### config.mk
export PLATFORM = sky130hd
export DESIGN_NAME = mem_bus_arbiter
export DESIGN_NICKNAME = d
export VERILOG_FILES = /design/src/rtl/mem_bus_arbiter_pkg.sv /design/src/rtl/mem_bus_arbiter.sv
export SDC_FILE = /design/constraint.sdc
export NUM_CORES = 1
export LEC_CHECK = 0
export BUFFER_PORTS_ARGS = -buffer_cell sky130_fd_sc_hd__clkbuf_2
export CAP_MARGIN = 20
export CORE_AREA = 2 2 122 124
export CTS_CLUSTER_DIAMETER = 120
export DETAILED_ROUTE_END_ITERATION = 10
export DIE_AREA = 0 0 124 126
export MAX_ROUTING_LAYER = met4
export PLACE_DENSITY = 0.49
export SLEW_MARGIN = 20
export SYNTH_ARGS = -nofsm -noshare
export SYNTH_HDL_FRONTEND = slang
export SYNTH_SLANG_ARGS = --single-unit
### constraint.sdc
create_clock -name clock -period 2.16 [get_ports clock]
set_input_delay 0.432 -clock clock [delete_from_list [all_inputs] [get_ports clock]]
set_output_delay 0.432 -clock clock [all_outputs]
set_load 0.01 [all_outputs]
### src/rtl/mem_bus_arbiter_pkg.sv
// Shared bus structures for the L1-to-memory interface and the arbiter
// state encoding.
//
// mem_bus_req_t  : request from a cache (or to memory); valid qualifies it.
// mem_bus_resp_t : response from memory; mem_ready marks the completion beat.
// arb_state_t    : arbiter ownership state.
package mem_bus_arbiter_pkg;

  localparam int ADDR_W = 32;
  localparam int DATA_W = 32;

  typedef struct packed {
    logic                  valid;
    logic                  write;
    logic [ADDR_W-1:0]     addr;
    logic [DATA_W-1:0]     wdata;
    logic [DATA_W/8-1:0]   wstrb;
  } mem_bus_req_t;

  typedef struct packed {
    logic                  mem_ready;
    logic [DATA_W-1:0]     rdata;
  } mem_bus_resp_t;

  typedef enum logic [1:0] {
    ARB_IDLE  = 2'd0,
    ARB_OWN_I = 2'd1,
    ARB_OWN_D = 2'd2
  } arb_state_t;

endpackage

### src/rtl/mem_bus_arbiter.sv
// Shares the single downstream memory bus between the instruction-side L1 (I)
// and the data-side L1 (D). The owner keeps the bus for one full transaction.
// D has fixed priority over I, but once D has been granted MAX_WAIT times in a
// row while I was waiting, I wins the next arbitration.
//
// Ports
//   clock    : sole clock, all state updates on posedge
//   reset    : synchronous, active-high
//   i_req    : I-side request (active when i_req.valid)
//   i_resp   : I-side response (only live while I owns the bus)
//   d_req    : D-side request (active when d_req.valid)
//   d_resp   : D-side response (only live while D owns the bus)
//   mem_req  : downstream request, combinational mux of the owner's request
//   mem_resp : downstream response; mem_ready ends the transaction
//   grant_i  : registered, I owns the bus
//   grant_d  : registered, D owns the bus
module mem_bus_arbiter
  import mem_bus_arbiter_pkg::*;
#(
  parameter int unsigned MAX_WAIT = 4
) (
  input  logic          clock,
  input  logic          reset,
  input  mem_bus_req_t  i_req,
  output mem_bus_resp_t i_resp,
  input  mem_bus_req_t  d_req,
  output mem_bus_resp_t d_resp,
  output mem_bus_req_t  mem_req,
  input  mem_bus_resp_t mem_resp,
  output logic          grant_i,
  output logic          grant_d
);

  localparam logic [3:0] MAX_WAIT_C = 4'(MAX_WAIT);

  arb_state_t state;
  arb_state_t state_n;
  logic [3:0] starve_cnt;
  logic       arbitrate;
  logic       i_grant;
  logic       d_grant;

  // D wins unless I has been waiting long enough; the starvation flag is
  // computed by the caller so this stays a pure priority decision.
  function automatic arb_state_t pick_winner(input logic i_valid,
                                             input logic d_valid,
                                             input logic i_starved);
    arb_state_t w;
    w = ARB_IDLE;
    if (i_valid && (!d_valid || i_starved))
      w = ARB_OWN_I;
    else if (d_valid)
      w = ARB_OWN_D;
    return w;
  endfunction

  // Next-state, arbitration point and bus muxing
  always_comb begin
    state_n   = state;
    arbitrate = 1'b0;
    mem_req   = '0;
    i_resp    = '0;
    d_resp    = '0;

    unique case (state)
      ARB_IDLE: begin
        arbitrate = 1'b1;
      end
      ARB_OWN_I: begin
        mem_req = i_req;
        i_resp  = mem_resp;
        // Dropping valid before mem_ready (e.g. cache flush) releases the
        // bus just like a completion.
        if (mem_resp.mem_ready || !i_req.valid)
          arbitrate = 1'b1;
      end
      ARB_OWN_D: begin
        mem_req = d_req;
        d_resp  = mem_resp;
        if (mem_resp.mem_ready || !d_req.valid)
          arbitrate = 1'b1;
      end
      default: begin
        state_n = ARB_IDLE;
      end
    endcase

    // Arbitrating on the completion cycle gives back-to-back handoff, and
    // the completing requester remains a candidate.
    if (arbitrate)
      state_n = pick_winner(i_req.valid, d_req.valid,
                            starve_cnt >= MAX_WAIT_C);
  end

  assign i_grant = arbitrate && (state_n == ARB_OWN_I);
  assign d_grant = arbitrate && (state_n == ARB_OWN_D);

  // State register and starvation counter
  always_ff @(posedge clock) begin
    if (reset) begin
      state      <= ARB_IDLE;
      starve_cnt <= '0;
    end else begin
      state <= state_n;
      if (!i_req.valid || i_grant)
        starve_cnt <= '0;
      else if (d_grant && (starve_cnt != 4'hF))
        starve_cnt <= starve_cnt + 4'd1;
    end
  end

  assign grant_i = (state == ARB_OWN_I);
  assign grant_d = (state == ARB_OWN_D);

endmodule

After elaboration in Yosys (flattened, before gate mapping)
Cells that the tools add are included.
Widths: inputs -> output; s select.

cells by class
  muxes and demuxes = 10
  equality and inequality tests = 5
  add/subtract/negate cells = 1
  order comparisons = 1
  reduce and logical (&&, ||, !) cells = 13

operator list
  cell                 number
  $pmux 70 s2          1
  $mux 33              2
  $mux 2               4
  $add 4x1->4 const B  1
  $eq 2x1->1 const B   2
  $eq 2x2->1 const B   2
  $ge 4x3->1 const B   1
  $logic_and 1x1->1    4
  $logic_or 1x1->1     4
  $ne 4x4->1 const B   1
  $pmux 1 s3           1
  $reduce_or 3->1      1
  $logic_not 1->1      2
  $logic_not 2->1      1
  $mux 1               2
  $reduce_or 2->1      1

word-level totals
  output and inout bits = 138
  register bits = 6
  logic and storage cells = 32
  bits of input ports = 175

Logic depth before layout (Yosys ltp)
  depth after elaboration = 9
  gate-level depth with buffers = 7
  mapped depth without buffers = 6

Worst setup path before layout
OpenSTA, ideal clock, no wires.

  path type = register to output
  from = register state[1]
  to = output mem_req[0] in the netlist's numbering
  slack = 192 ps
  arrival = 1536 ps
  cell stages (with the launch flop) = 7
  path buffers = 2
  data required time = 1728 ps
  cell sequence = dfxtp_1 -> inv_1 -> ha_1 -> clkbuf_1 -> clkbuf_1 -> a22oi_1 -> nor2b_1

RTL lines
  what                    RTL line                text
  from (decl)             mem_bus_arbiter.sv:36   arb_state_t state;
  from (signal assigned)  mem_bus_arbiter.sv:104  state <= state_n;
  to (decl)               mem_bus_arbiter.sv:28   output mem_bus_req_t mem_req,

==> results_tabular.tex <==
\begin{tabular}{lr}
\hline
Metric & Value \\
\hline
\multicolumn{2}{l}{\textbf{Pwr}} \\
\quad Leakage power of the design & 2.02 nW \\
\quad Power density normalized to cell area & 347 nW/um\^{}2 \\
\quad Total chip power & 1.34 mW \\
\quad Worst vdd ir & 0.217 mV \\
\multicolumn{2}{l}{\textbf{Run}} \\
\quad Number of max-capacitance violations reported & 0 \\
\multicolumn{2}{l}{\textbf{Hold path}} \\
\quad Hold Path Cell Cnt & 2 \\
\quad End point of the most critical hold path & state[1] \\
\quad Launch instance of the worst min-delay path & reset \\
\quad Classification of the worst-slack hold path & input pin to flip-flop \\
\multicolumn{2}{l}{\textbf{Timing}} \\
\quad Crit path time final & 2020 ps \\
\quad Final hold violation count & 0 \\
\quad Clock skew after layout & 0.794 ps \\
\quad Max-Slew Margin vs Limit & 78.2\% \\
\quad Max Fclk & 494 MHz \\
\quad Pin slew with the least headroom to its limit & 326 ps \\
\quad Post-route clock period utilization & 93.7\% \\
\quad Unrepaired setup endpoints after global routing & false \\
\quad Count of endpoints failing setup in the final report & 0 \\
\quad Slew Viols, Final & 0 \\
\quad Final TNS setup & 0 ps \\
\multicolumn{2}{l}{\textbf{Yosys}} \\
\quad Synthesized-area fraction occupied by xor and xnor cells & 0\% \\
\quad Dominant combinational cell family by area after synthesis & simple AND/OR/NAND/NOR gates \\
\quad Post-synthesis share of cell area spent on full adders, half adders and majority gates & 4.65\% \\
\quad Net count of the mapped netlist & 461 \\
\quad Post-Syn Instances & 279 \\
\quad Simple logic cell fraction of the synthesized area & 49.7\% \\
\quad Count of different cell masters after synthesis & 22 \\
\quad Synth Area in Compound Gates & 31.9\% \\
\quad Synth Area per Inst & 6.75 sq um \\
\quad Post-synthesis instance area & 1880 sq um \\
\quad Yosys synthesis warning count & 0 \\
\quad Seq/Total Area, Yosys & 6.38\% \\
\quad \#FFs+latches synth & 6 \\
\quad Multiplexer area fraction after synthesis & 0.797\% \\
\multicolumn{2}{l}{\textbf{Placement}} \\
\quad Half-perimeter wire length after detailed placement & 8.85 mm \\
\quad Placed cell count & 759 \\
\quad IO Port Bufs & 312 \\
\quad Routability-driven placement congestion ratio & 0.848 \\
\multicolumn{2}{l}{\textbf{Critical path}} \\
\quad Cells on worst reg2reg path & 7 \\
\quad Element type at the critical path end & output port \\
\quad Reg-to-reg slack, setup & 240 ps \\
\quad Maximum fanout along the worst path & 13 \\
\quad Critical path class & flip-flop to output port \\
\quad CP arrival & 1590 ps \\
\quad Required time of the worst setup path & 1730 ps \\
\quad Element type at the critical path start & flip-flop \\
\quad Terminus of the critical flop-to-flop path & starve\_cnt[3] \\
\quad Critical R2R Launch & state[0] \\
\multicolumn{2}{l}{\textbf{Global routing}} \\
\quad First-pass GRT wire length & 14.9 mm \\
\quad Total global-route track usage & 12.3\% \\
\quad Pin count of the biggest net entering global routing & 47 \\
\quad Final global-route overflow total & 0 \\
\quad Antenna violations before repair & 0 \\
\quad Number of global-route vias before repair & 2,854 \\
\multicolumn{2}{l}{\textbf{Final layout}} \\
\quad Fraction of final layout cells sized beyond drive strength 1 & 58.5\% \\
\quad Non-filler instance count after layout & 765 \\
\quad Antenna fix cells & 0 \\
\quad Growth of design area from synthesis to finish & 105\% \\
\quad Number of fill cells in the layout & 1,619 \\
\quad Total Nets Final & 765 \\
\quad Most common cell after layout, fill and taps aside & sky130\_fd\_sc\_hd\_\_clkbuf\_2 \\
\quad Most used cells in the layout excluding fill and tap cells & sky130\_fd\_sc\_hd\_\_clkbuf\_2, sky130\_fd\_sc\_hd\_\_a22oi\_1, sky130\_fd\_sc\_hd\_\_nor2b\_1 \\
\multicolumn{2}{l}{\textbf{Drt}} \\
\quad Antenna-violating nets left & 0 \\
\quad Number of detailed-route iterations in the first pass & 4 \\
\quad Wire length per cell after detailed routing & 14.0 um \\
\quad Count of routing violations after the opening detailed-route iteration & 145 \\
\quad Post-DR vias/cell & 4.05 \\
\quad Drt total wl & 10.7 mm \\
\quad Vias post-DR & 3,102 \\
\quad Detailed-route DRC error count & 0 \\
\multicolumn{2}{l}{\textbf{Die}} \\
\quad Die footprint & 15,600 sq um \\
\quad Placeable core area & 14,300 sq um \\
\quad Die height & 126 um \\
\quad Number of top-level pins & 313 \\
\quad Die Wd & 124 um \\
\quad Starting utilization of the core area & 13.2\% \\
\quad Row count & 44 \\
\multicolumn{2}{l}{\textbf{Clock network}} \\
\quad CTS tree & done \\
\quad Root buffer selected by CTS & sky130\_fd\_sc\_hd\_\_clkbuf\_16 \\
\quad Num Clock Sinks & 6 \\
\quad Clock-pin transition on the worst setup and hold timing paths & 30 ps \\
\quad Maximum clock path buffer count & 2 \\
\quad TritonCTS Buffers & 3 \\
\quad Skew-Pair Late Insertion Delay & 230 ps \\
\quad H-tree level count & 1 \\
\multicolumn{2}{l}{\textbf{Status}} \\
\quad Status & completed \\
\hline
\end{tabular}
power breakdown:
part / switching, mW / internal (mW) / total (mW) / leakage, nW
sequential: 0.00692 / 0.117 / 0.124 / 0.0495
clock: 0.0661 / 0.238 / 0.304 / 0.0370
combinational: 0.451 / 0.463 / 0.914 / 1.94
stage by stage:
step	hold WS (ps)	utilization, %	instance area, sq um	setup WS (ps)
after floorplan	444	-	1880	192
after global placement	465	26.0	3720	224
after detailed placement	468	26.0	3720	185
after CTS	398	26.5	3800	8.92
after global routing	416	27.0	3860	23.0
final	390	27.0	3860	136
Yosys cell counts:
| master | number | area (sq um) |
|---|---|---|
| sky130_fd_sc_hd__nand2b_1 | 1 | 6.26 |
| sky130_fd_sc_hd__nor2b_1 | 70 | 438 |
| sky130_fd_sc_hd__nand4b_1 | 1 | 8.76 |
| sky130_fd_sc_hd__dfxtp_1 | 6 | 120 |
| sky130_fd_sc_hd__a21oi_1 | 4 | 20.0 |
| sky130_fd_sc_hd__o21ai_0 | 1 | 5.00 |
| sky130_fd_sc_hd__a22oi_1 | 70 | 526 |
| sky130_fd_sc_hd__and2_1 | 67 | 419 |
| sky130_fd_sc_hd__ha_1 | 7 | 87.6 |
| sky130_fd_sc_hd__and3_1 | 1 | 6.26 |
| sky130_fd_sc_hd__a31oi_1 | 2 | 12.5 |
| sky130_fd_sc_hd__nor2_1 | 5 | 18.8 |
| sky130_fd_sc_hd__buf_6 | 1 | 11.3 |
| sky130_fd_sc_hd__nand2_1 | 6 | 22.5 |
| sky130_fd_sc_hd__a31o_2 | 1 | 8.76 |
| sky130_fd_sc_hd__mux2_4 | 1 | 15.0 |
| sky130_fd_sc_hd__nand3_1 | 2 | 10.0 |
| sky130_fd_sc_hd__inv_1 | 2 | 7.51 |
| sky130_fd_sc_hd__clkbuf_1 | 28 | 105 |
| sky130_fd_sc_hd__a211o_1 | 1 | 8.76 |
| sky130_fd_sc_hd__nand4_1 | 1 | 6.26 |
| sky130_fd_sc_hd__a211oi_4 | 1 | 20.0 |
state kept, by name, indices dropped and copies added, names as in the netlist:
name and cells:
state 2, starve_cnt 4
critical path, stage by stage (launching register included):
cell and delay (ps):
sky130_fd_sc_hd__dfxtp_2 330, sky130_fd_sc_hd__inv_1 170, sky130_fd_sc_hd__ha_4 250, sky130_fd_sc_hd__buf_4 220, sky130_fd_sc_hd__a22oi_1 120, sky130_fd_sc_hd__nor2b_1 120
sky130_fd_sc_hd__clkbuf_2 140
worst max path at each step:
stage,start,end,cells after the start
2_1_floorplan,state[1],mem_req[0],6
3_3_place_gp,state[0],starve_cnt[2],7
3_5_place_dp,state[0],starve_cnt[3],7
4_1_cts,state[0],mem_req[52],5
5_1_grt,state[0],mem_req[16],6
6_report,state[0],mem_req[30],6
routing by layer:
layer  vias up  share of wire (%)  track usage [%]
li1       1578                  -                -
met1      1377                 41             15.4
met2       144                 52             22.0
met3         3                7.2            0.996
met4         0               0.25             1.19
met5         -                  0                -
logic make-up (layout without fill, tap and decap cells):
| logic type | Yosys count | in the layout |
|---|---|---|
| compound gates | 80 | 80 |
| mux | 1 | 1 |
| flops | 6 | 6 |
| simple gates | 154 | 154 |
| fa+ha+maj | 7 | 7 |
| buf+inv | 31 | 333 |
timing repair:
action | CTS | global route
setup endpoints to repair | 0 | 93
resized for setup | 0 | 6
buffers inserted | 0 | 2
hold buffers | 0 | 0
cell type report:
| cell class | instances | area [sq um] | area share (%) |
|---|---|---|---|
| Multi-Input combinational cell | 242 | 1680 | 43.4 |
| Clock buffer | 3 | 75.1 | 1.94 |
| Inverter | 2 | 7.51 | 0.194 |
| Sequential cell | 6 | 123 | 3.17 |
| Timing Repair Buffer | 328 | 1750 | 45.4 |
| Tap cell | 184 | 230 | 5.96 |
Power figures use the tool's default switching activity.
